==> config.mk <==
export PLATFORM = sky130hd
export DESIGN_NAME = mtimer
export DESIGN_NICKNAME = d
export VERILOG_FILES = /design/src/rtl/mtimer_pkg.sv /design/src/rtl/mtimer_prescaler.sv /design/src/rtl/mtimer.sv
export SDC_FILE = /design/constraint.sdc
export NUM_CORES = 1
export LEC_CHECK = 0
export CAP_MARGIN = 20
export CORE_MARGIN = 5
export CORE_UTILIZATION = 54
export DETAILED_ROUTE_END_ITERATION = 8
export PLACE_DENSITY = 0.76
export REMOVE_ABC_BUFFERS = 1
export SYNTH_ARGS = -nofsm -noshare
export SYNTH_HDL_FRONTEND = slang
export SYNTH_SLANG_ARGS = --single-unit
==> constraint.sdc <==
create_clock -name clk -period 2.2 [get_ports clk]
set_input_delay 0.55 -clock clk [delete_from_list [all_inputs] [get_ports clk]]
set_output_delay 0.55 -clock clk [all_outputs]
set_load 0.01 [all_outputs]
==> src/rtl/mtimer_pkg.sv <==
// Shared register offsets and CTRL bit positions for the mtimer peripheral.
package mtimer_pkg;

  localparam logic [2:0] MTIMER_OFF_MTIME_LO    = 3'd0;
  localparam logic [2:0] MTIMER_OFF_MTIME_HI    = 3'd1;
  localparam logic [2:0] MTIMER_OFF_MTIMECMP_LO = 3'd2;
  localparam logic [2:0] MTIMER_OFF_MTIMECMP_HI = 3'd3;
  localparam logic [2:0] MTIMER_OFF_CTRL        = 3'd4;

  localparam int MTIMER_CTRL_EN   = 0;
  localparam int MTIMER_CTRL_PEND = 1;

endpackage

==> src/rtl/mtimer_prescaler.sv <==
// Divides clk by PRESCALE to produce a single-cycle mtime tick; holds its count while disabled.
module mtimer_prescaler #(
  parameter int PRESCALE = 1
) (
  input  logic clk,
  input  logic reset,
  input  logic en,
  input  logic clear,
  output logic tick
);

  localparam int               CNT_W = (PRESCALE > 1) ? $clog2(PRESCALE) : 1;
  localparam logic [CNT_W-1:0] LAST  = CNT_W'(PRESCALE - 1);

  logic [CNT_W-1:0] cnt_reg;
  logic [CNT_W-1:0] cnt_next;

  always_comb begin
    cnt_next = cnt_reg;
    if (clear) begin
      cnt_next = '0;
    end else if (en) begin
      cnt_next = (cnt_reg == LAST) ? '0 : cnt_reg + 1'b1;
    end
  end

  always_ff @(posedge clk) begin
    if (reset) begin
      cnt_reg <= '0;
    end else begin
      cnt_reg <= cnt_next;
    end
  end

  assign tick = en && !clear && (cnt_reg == LAST);

endmodule

==> src/rtl/mtimer.sv <==
// RISC-V machine timer: 64-bit mtime/mtimecmp on a 32-bit bus, registered level interrupt.
// Optional MTIMER_SNAPSHOT_EN: MTIME_LO reads latch mtime[63:32] for a coherent MTIME_HI read.
module mtimer
  import mtimer_pkg::*;
#(
  parameter int          PRESCALE  = 1,
  parameter logic [63:0] CMP_RESET = 64'hFFFF_FFFF_FFFF_FFFF
) (
  input  logic        clk,
  input  logic        reset,
  input  logic        sel,
  input  logic [2:0]  addr,
  input  logic        re,
  input  logic        we,
  input  logic [3:0]  wmask,
  input  logic [31:0] wdata,
  output logic [31:0] rdata,
  output logic        irq_mtimecmp
);

  logic [63:0] mtime_reg, mtime_next;
  logic [63:0] mtimecmp_reg, mtimecmp_next;
  logic        en_reg, en_next;
  logic [31:0] rdata_reg, rdata_next;
  logic        irq_reg;
  logic        tick;
  logic [31:0] bit_mask;
  logic [31:0] mtime_hi_rd;
  logic [31:0] ctrl_rd;
  logic        wr_en, rd_en, mtime_wr;

  function automatic logic [31:0] merge_bytes(input logic [31:0] cur,
                                              input logic [31:0] wd,
                                              input logic [31:0] msk);
    return (cur & ~msk) | (wd & msk);
  endfunction

  for (genvar gi = 0; gi < 4; gi++) begin : g_lane
    assign bit_mask[8*gi +: 8] = {8{wmask[gi]}};
  end

  assign wr_en    = sel && we && (|wmask);
  assign rd_en    = sel && re;
  assign mtime_wr = wr_en && (addr == MTIMER_OFF_MTIME_LO || addr == MTIMER_OFF_MTIME_HI);

  // mtime writes deliberately leave the prescaler phase untouched.
  mtimer_prescaler #(.PRESCALE(PRESCALE)) u_prescaler (
    .clk   (clk),
    .reset (reset),
    .en    (en_reg),
    .clear (1'b0),
    .tick  (tick)
  );

  always_comb begin
    mtime_next    = mtime_reg;
    mtimecmp_next = mtimecmp_reg;
    en_next       = en_reg;
    if (wr_en) begin
      case (addr)
        MTIMER_OFF_MTIME_LO:    mtime_next[31:0]     = merge_bytes(mtime_reg[31:0], wdata, bit_mask);
        MTIMER_OFF_MTIME_HI:    mtime_next[63:32]    = merge_bytes(mtime_reg[63:32], wdata, bit_mask);
        MTIMER_OFF_MTIMECMP_LO: mtimecmp_next[31:0]  = merge_bytes(mtimecmp_reg[31:0], wdata, bit_mask);
        MTIMER_OFF_MTIMECMP_HI: mtimecmp_next[63:32] = merge_bytes(mtimecmp_reg[63:32], wdata, bit_mask);
        MTIMER_OFF_CTRL:        if (wmask[0]) en_next = wdata[MTIMER_CTRL_EN];
        default: ;
      endcase
    end
    if (tick && !mtime_wr) begin
      mtime_next = mtime_reg + 64'd1;
    end
  end

`ifdef MTIMER_SNAPSHOT_EN
  logic [31:0] shadow_reg;

  always_ff @(posedge clk) begin
    if (reset) begin
      shadow_reg <= '0;
    end else if (rd_en && addr == MTIMER_OFF_MTIME_LO) begin
      shadow_reg <= mtime_reg[63:32];
    end
  end

  assign mtime_hi_rd = shadow_reg;
`else
  assign mtime_hi_rd = mtime_reg[63:32];
`endif

  always_comb begin
    ctrl_rd                   = '0;
    ctrl_rd[MTIMER_CTRL_EN]   = en_reg;
    ctrl_rd[MTIMER_CTRL_PEND] = irq_reg;
    rdata_next                = rdata_reg;
    if (rd_en) begin
      case (addr)
        MTIMER_OFF_MTIME_LO:    rdata_next = mtime_reg[31:0];
        MTIMER_OFF_MTIME_HI:    rdata_next = mtime_hi_rd;
        MTIMER_OFF_MTIMECMP_LO: rdata_next = mtimecmp_reg[31:0];
        MTIMER_OFF_MTIMECMP_HI: rdata_next = mtimecmp_reg[63:32];
        MTIMER_OFF_CTRL:        rdata_next = ctrl_rd;
        default:                rdata_next = '0;
      endcase
    end
  end

  always_ff @(posedge clk) begin
    if (reset) begin
      mtime_reg    <= '0;
      mtimecmp_reg <= CMP_RESET;
      en_reg       <= 1'b1;
      rdata_reg    <= '0;
      irq_reg      <= 1'b0;
    end else begin
      mtime_reg    <= mtime_next;
      mtimecmp_reg <= mtimecmp_next;
      en_reg       <= en_next;
      rdata_reg    <= rdata_next;
      irq_reg      <= (mtime_reg >= mtimecmp_reg);
    end
  end

  assign rdata        = rdata_reg;
  assign irq_mtimecmp = irq_reg;

endmodule

---- Word level (Yosys, flattened, before mapping) ----
Index checks and enable logic that the tools add are counted.
cells by class
  $add $sub $neg .......................... 2
  $mul .................................... 0
  div/mod/pow operators ................... 0
  order comparisons ....................... 1
  equal/unequal tests ..................... 4
  shift-type cells ........................ 0
  muxes and demuxes ....................... 6
  bitwise operators ....................... 11
  reduce and logical (&&, ||, !) cells .... 18
operators with widths
  kind                                                              count
  32-bit AND                                                        5
  32-bit case mux with 5 select lines                               1
  64-bit 2-to-1 mux                                                 2
  32-bit OR                                                         4
  64-bit by 1-bit adder with 64-bit output (second input constant)  1
  64-bit greater-or-equal comparator                                1
  32-bit 2-to-1 mux                                                 2
  32-bit NOT                                                        1
  2-bit AND reduction                                               4
  3-bit by 2-bit == test with 1-bit output (second input constant)  2
  1-bit logical AND                                                 6
  2-bit nonzero test                                                3
  4-bit OR reduction                                                1
  3-bit by 1-bit == test with 1-bit output (second input constant)  1
  3-bit == test (second input constant)                             1
  3-bit zero test                                                   1
  3-bit AND reduction                                               1
  1-bit adder (second input constant)                               1
  1-bit zero test                                                   1
  1-bit logical OR                                                  1
  1-bit 2-to-1 mux                                                  1
  1-bit NOT                                                         1
word-level totals
  register bits after elaboration ......... 163
  latch bits .............................. 0
  RAM bits ................................ 0
  memory bits (read-only) ................. 0
  input port bits ......................... 44
  output and inout bits ................... 33
  logic and storage cells ................. 50
  memories kept ........................... 0

---- Longest topological paths before layout ----
Gate-level depths: netlist of run 1.
  word-level depth ........................ 7
  mapped depth ............................ 9
  gate-level depth less buffers ........... 8

---- By module ----
A second synthesis of run 1 with hierarchy kept.
unflattened totals
  cells, all modules ...................... 1239
  area, all modules ....................... 9730.6 µm²
by module, submodules not included
  module            times used  cells an instance  area each (µm²)  sequential area each (µm²)
  mtimer            1           1238               9716.8           3243.1
  mtimer_prescaler  1           1                  13.8             0.0

---- Least setup slack after synthesis of run 1 ----
OpenSTA, ideal clock, no wires.
  path type ............................... input port to flip-flop
  start ................................... input port wmask[1]
  end ..................................... register (tool-made name)
  setup time .............................. 0.071 ns
  arrival time ............................ 2.274 ns
  required time ........................... 2.129 ns
  setup slack ............................. -0.145 ns
  stages on the path ...................... 8
  path buffers ............................ 2
  cells stage by stage .................... clkbuf_1 nor4_2 o41a_1 buf_2 nand3_1 nor4_1 mux2_1 a21oi_1
RTL lines
  what                RTL line      source
  start: declaration  mtimer.sv:15  input logic [3:0] wmask,

==> run metrics, run 1 <==
register area share after synthesis=0.3352; Placer Congestion=1.031; Pins Over Slew Limit=0; detailed-route via count=11,160; Synth Area in Compound Gates=0.2672; vias in the first global route=10,630; adder-cell share of the synthesized area=0.08406; final setup TNS=0 ps; post-synthesis xor/xnor area fraction=0.007242; Pre-antenna DRT Iters=9; Tightest Pin Transition=around 550 ps; final core utilization=0.7486; Global Route Usage Sum=0.3497; fmax=roughly 460 MHz; MaxCap Viol Count=0; first-pass GRT wire length=56,600 µm; final hold violation count=0; unrepaired setup endpoints after global routing=yes; Pwr Density=~530 nW/µm²; YS warnings=0; WL final=37,220 µm; initial antenna violation count=1; Mapped Cells=1,231; CP Capture Type=register; CTS Sinks=162; Initial Util=0.5442; Pleak=5.747 nW; WL/cell=21.55 µm; DRT iter0 DRCs=1,356; gr busiest metal=met2; crit path DAT=2550 ps; met2 Use GR=0.5671; Tcrit/Tclk final=0.9938; GR Layer Usage met3=0.06922; Ports=just under 80; Final nets=1,594; sequential share of power=0.434; worst vdd ir=about 580 µV; Worst slew margin=0.6291; R2R setup slack=10 ps; critical path peak fanout=7; clk slew on worst S/H paths=70 ps; minimum clock period=between 2000 and 2500 ps; flip-flop and latch count after synthesis=162; core area=17,780 µm²; failing checks=design-rule violations; post-route DRC violation count=3; Top FF cell, synth=dfxtp_1; Via density=6.459; post-synthesis cell type count=67; post-synthesis simple-gate area fraction=0.2320; largest net degree at the start of global routing=34; largest family of logic cells by synthesized area=compound AO/OA/AOI/OAI gates; critical path class=reg2reg; Net Sw Power=1.778 mW; site row count=49; Register-to-Register Path Depth=7; Final Skew=8.397 ps; CP required=2560 ps; I/O Buffers=76; Syn Area/Cell=7.860 µm²; layout cell share with drive strength beyond 1=0.2505; outcome=finished with violations; internal power=between 5 and 6 mW; grt met1 use=0.4298; Net Sw Frac=0.2541; die width=between 100 and 150 µm; H-Tree Depth=4; remaining global-route overflow=0; clock share of power=0.453; post-detail-place hpwl=26,730 µm; Die Height=143.9 µm; mux contribution to synthesized area=0.01616; final setup violation count=0; EDFF count, synth=0; CP Launch Type=register; die area=about 21,000 µm²; clk buf depth=2; # hold bufs at CTS=0; Post-synth ARST share=0; antenna viol nets, final=0; CTS Root Cell=clkbuf_16; Worst-Skew Late Latency=440 ps; CTS tree=yes; Comb power frac=0.112; synth-to-layout area growth=37.55%; cts bufs inserted=17; Synth Cell Area=9676 µm²; Hold Crit Class=in2reg
layout by cell type (no fill, tap or decap), types with 7 or more instances in the layout:
cell type and instances:
inv_1 72, a211o_1 16, o211ai_1 55, nor3_1 24
dfxtp_2 24, and2_1 7, nand4_1 40, nand2_1 131
a21o_1 12, clkdlybuf4s50_1 67, or2_2 11, buf_12 10
mux2_2 7, nand3_1 34, buf_6 8, buf_4 211
nor4_1 13, nor4_2 9, and3_1 10, a31oi_1 14
clkbuf_16 18, nor2_1 112, dfxtp_1 137, ha_1 61
o21ai_0 27, a21oi_1 134, a211oi_1 10, a22oi_1 68
per-layer routing:
| layer | vias up | wire length (µm) |
|---|---|---|
| li1 | 5083 | - |
| met1 | 5184 | 14180 |
| met2 | 718 | 17250 |
| met3 | 170 | 3559 |
| met4 | 0 | 2232 |
| met5 | - | 0 |
worst min-delay path by stage:
stage	start	to	slack, ps	depth (start not counted)
after global routing	reset	rdata[24]$_SDFFE_PP0P_	480	2
after detailed placement	rdata[0]$_SDFFE_PP0P_	rdata[0]$_SDFFE_PP0P_	470	2
after CTS	reset	rdata[29]$_SDFFE_PP0P_	460	2
after floorplan	register	register	480	2
after global placement	rdata[24]$_SDFFE_PP0P_	rdata[24]$_SDFFE_PP0P_	470	2
final	reset	rdata[27]$_SDFFE_PP0P_	470	2
final cells by class:
type | count | area [µm²]
antenna | 1 | 2.502
clock buffer | 20 | 466.7
clock inverter | 11 | 150.1
fill | 1337 | 4471
inverter | 75 | 281.5
multi-input combinational | 924 | 6201
sequential | 162 | 3277
tap | 229 | 286.5
timing repair buffer | 305 | 2644
critical path, stage by stage (launching register included):
cell and delay [ps]:
dfxtp_2 350, buf_4 170, and3_4 210, and4_4 280, nand4_4 250, buf_12 220, or4_1 460, a31oi_1 170
synth_stat cells, types with 6 or more instances:
master,count,area [µm²]
a22oi_1,68,510.5
a21o_1,12,90.09
and2_1,7,43.79
a21oi_1,136,680.7
a211o_1,16,140.1
inv_1,74,277.8
nor3_1,27,135.1
or2_2,11,68.82
and4_1,10,87.58
nand2_1,133,499.2
o211ai_1,55,412.9
nor4_1,22,137.6
xnor2_1,6,52.55
and3_1,12,75.07
nand3_1,38,190.2
dfxtp_1,162,3243
ha_1,65,813.3
nor2_1,116,435.4
o21ai_0,30,150.1
nand4_1,40,250.2
clkbuf_1,56,210.2
a31oi_1,15,93.84
mux2_2,8,90.09
buf_2,9,45.04
a211oi_1,12,90.09
per-stage QoR:
step | setup WS, ps | hold WS, ps | std cells | power (mW) | instance area [µm²]
4_1_cts | -13.68 | 456.8 | 1710 | 6.948 | 12950
5_1_grt | -70.89 | 479.4 | 1726 | 7.187 | 13310
2_1_floorplan | -1076 | 483.6 | 1161 | 3.354 | 9394
3_5_place_dp | -730.9 | 473.8 | 1670 | 3.820 | 12090
6_report | 13.64 | 474.3 | 1727 | 6.996 | 13310
3_3_place_gp | -692.9 | 465.4 | 1670 | 3.807 | 12090
kinds of logic after synthesis:
group / after synthesis
AND/OR/NAND/NOR: 448
adder cells (fa/ha/maj): 65
buffers and inverters: 145
AO/OA/AOI/OAI: 389
XOR/XNOR: 8
flip-flops: 162
multiplexers: 14
power by group through the flow:
stage               Clock (mW)  Combinational, mW  Sequential, mW
detailed placement           0              0.724            3.10
global route              3.31              0.832            3.04
CTS                       3.17              0.743            3.03
finish                    3.17              0.787            3.04
global placement             0              0.713            3.09
floorplan                    0              0.250            3.10
timing repair:
action	CTS	global route
gates cloned	0	2
setup buffers	9	14
resized for setup	48	73
pin swaps	19	26
setup endpoints to repair	53	48
Power figures use the tool's default switching activity.
==> run 2: changes to the inputs <==
--- a/config.mk
+++ b/config.mk
@@ -6,7 +6,7 @@
 export NUM_CORES = 1
 export LEC_CHECK = 0
 export CAP_MARGIN = 20
-export CORE_MARGIN = 5
+export CORE_MARGIN = 2
 export CORE_UTILIZATION = 54
 export DETAILED_ROUTE_END_ITERATION = 8
 export PLACE_DENSITY = 0.76
==> run 2 against run 1 <==
The run ends with negative setup slack left. Sequential power about the same. Maximum frequency decreased by 2.0%. Die area decreased by 8.2%. Worst hold slack improved by 10 ps. Final area decreased by 0.36%. First-iteration DRC count decreased by 9.0%. Critical path depth increased by 2. Non-clock buffer count increased by 4. Total power decreased by 2.6%. Register-to-register slack got worse by 40 ps. Routed wire length decreased by 0.61%.
==> run metrics, run 2 (synthesized netlist as in run 1, its figures left out) <==
Pwr Density=513.9 nW/µm² (was 525.7 nW/µm²); final hold violation count=0 (unchanged); first-pass GRT wire length=55,740 µm (was 56,600 µm); commonest non-fill, non-tap cell in the layout=buf_4 (unchanged); layout cell share with drive strength beyond 1=0.2325 (was 0.2505); R2R setup slack=-30 ps (was 10 ps); minimum clock period=2231 ps (was 2186 ps); Ports=77 (unchanged); unrepaired setup endpoints after global routing=yes (unchanged); WL/cell=21.43 µm (was 21.55 µm); fmax=448.3 MHz (was 457.4 MHz); Worst-Skew Late Latency=430 ps (was 440 ps); H-Tree Depth=4 (unchanged); worst vdd ir=693.9 µV (was 577.5 µV); most frequent cells in the layout=buf_4, dfxtp_1, a21oi_1, nand2_1, nor2_1 (unchanged); detailed-route via count=11,220 (was 11,160); Initial Util=0.5555 (was 0.5442); largest net degree at the start of global routing=70 (was 34); Final WS setup=-30.82 ps (was 13.64 ps); site row count=48 (was 49); Hold WS=484.4 ps (was 474.3 ps); cts bufs inserted=17 (unchanged); Pins Over Slew Limit=0 (unchanged); Pre-antenna DRT Iters=6 (was 9); post-route DRC violation count=0 (was 3); vias in the first global route=10,420 (was 10,630); crit path DAT=2600 ps (was 2550 ps); CP Capture Type=register (unchanged); DRT iter0 DRCs=1,234 (was 1,356); post-detail-place hpwl=26,540 µm (was 26,730 µm); initial antenna violation count=0 (was 1); remaining global-route overflow=0 (unchanged); synth-to-layout area growth=37.06% (was 37.55%); Hold Startpoint=rdata[11]$_SDFFE_PP0P_ (was reset); Final Skew=10.06 ps (was 8.397 ps); die area=19,000 µm² (was 20,690 µm²); Global Route Usage Sum=0.3870 (was 0.3497); Register Area=3258 µm² (was 3277 µm²); die width=137.9 µm (was 143.9 µm); Non-Filler Instances=1,726 (was 1,727); CTS Sinks=162 (unchanged); Tightest Pin Transition=650.4 ps (was 550.6 ps); # diodes=0 (was 1); Final nets=1,598 (was 1,594); CP Launch Type=register (unchanged); failing checks=negative setup slack (was design-rule violations); Via density=6.501 (was 6.459); Tcrit/Tclk final=1.014 (was 0.9938); Register-to-Register Path Depth=9 (was 7); CTS tree=yes (unchanged); CTS Root Cell=clkbuf_16 (unchanged); final setup violation count=7 (was 0); final setup TNS=-113.9 ps (was 0 ps); placed cells=1,671 (was 1,670); CP required=2570 ps (was 2560 ps); Worst slew margin=0.5624 (was 0.6291); Hold Path Depth=2 (unchanged); Hold Crit Endpoint=rdata[11]$_SDFFE_PP0P_ (was rdata[27]$_SDFFE_PP0P_); core area=17,420 µm² (was 17,780 µm²); Die Height=137.9 µm (was 143.9 µm); FILL cells=1,329 (was 1,337); clk buf depth=2 (unchanged); critical path peak fanout=6 (was 7); MaxCap Viol Count=0 (unchanged); Pleak=5.767 nW (was 5.747 nW); clk slew on worst S/H paths=70 ps (about the same); WL final=37,000 µm (was 37,220 µm); critical path class=reg2reg (unchanged); Placer Congestion=1.034 (was 1.031); antenna viol nets, final=0 (unchanged); I/O Buffers=76 (unchanged); outcome=finished with violations (unchanged); area occupied by multi-input gates=6152 µm² (was 6201 µm²); Hold Crit Class=reg2reg (was in2reg); overall power=6.814 mW (was 6.996 mW)
[run 2: worst max path at each step]
stage,slack (ps),to,cells past startpoint
2_1_floorplan,-1080,register,6
3_5_place_dp,-750,register,8
4_1_cts,-1,register,8
3_3_place_gp,-680,register,8
6_report,-30,register,9
5_1_grt,-270,register,9
[run 2: cell type report]
| type | count | area share |
|---|---|---|
| multi-input cells | 924 | 0.4639 |
| flip-flops and latches | 162 | 0.2457 |
| clock buffers | 18 | 0.03312 |
| repair buffers | 309 | 0.2046 |
| well taps | 225 | 0.02123 |
| clock inverters | 13 | 0.01019 |
| inverters | 75 | 0.02123 |
[run 2: critical path, cell delays in order, from the launching register on]
cell     delay [ps]
dfxtp_2         330
buf_6           120
ha_4            150
nand3_4          80
nor4_4          380
nand4_4         250
buf_12          200
nor4b_4         220
mux2_4          330
a21oi_2         100
[run 2: per-layer routing]
metal,up-vias,part of all wire,track usage
met5,-,0,0
met4,0,0.065,0.2506
met3,181,0.093,0.07712
met2,661,0.46,0.6229
met1,5285,0.38,0.4709
li1,5093,-,-
[run 2: stage by stage]
stage | setup WS (ps) | cell area, µm² | utilization
6_report | -30.82 | 13260 | 0.7614
5_1_grt | -266.7 | 13260 | 0.7614
4_1_cts | -1.438 | 12910 | 0.7415
3_5_place_dp | -753.0 | 12150 | 0.6974
3_3_place_gp | -676.2 | 12150 | 0.6974
2_1_floorplan | -1076 | 9394 | -
[run 2: power by group]
group	switching [mW]	internal [mW]
sequential	0.0482	2.99
combinational	0.443	0.357
clock	1.28	1.69
[run 2: what timing repair did]
action	CTS	global route
buffers inserted	10	13
hold buffers	0	0
pin swaps	11	35
setup endpoints to repair	43	47
gates resized for setup	33	54
gates cloned	1	0
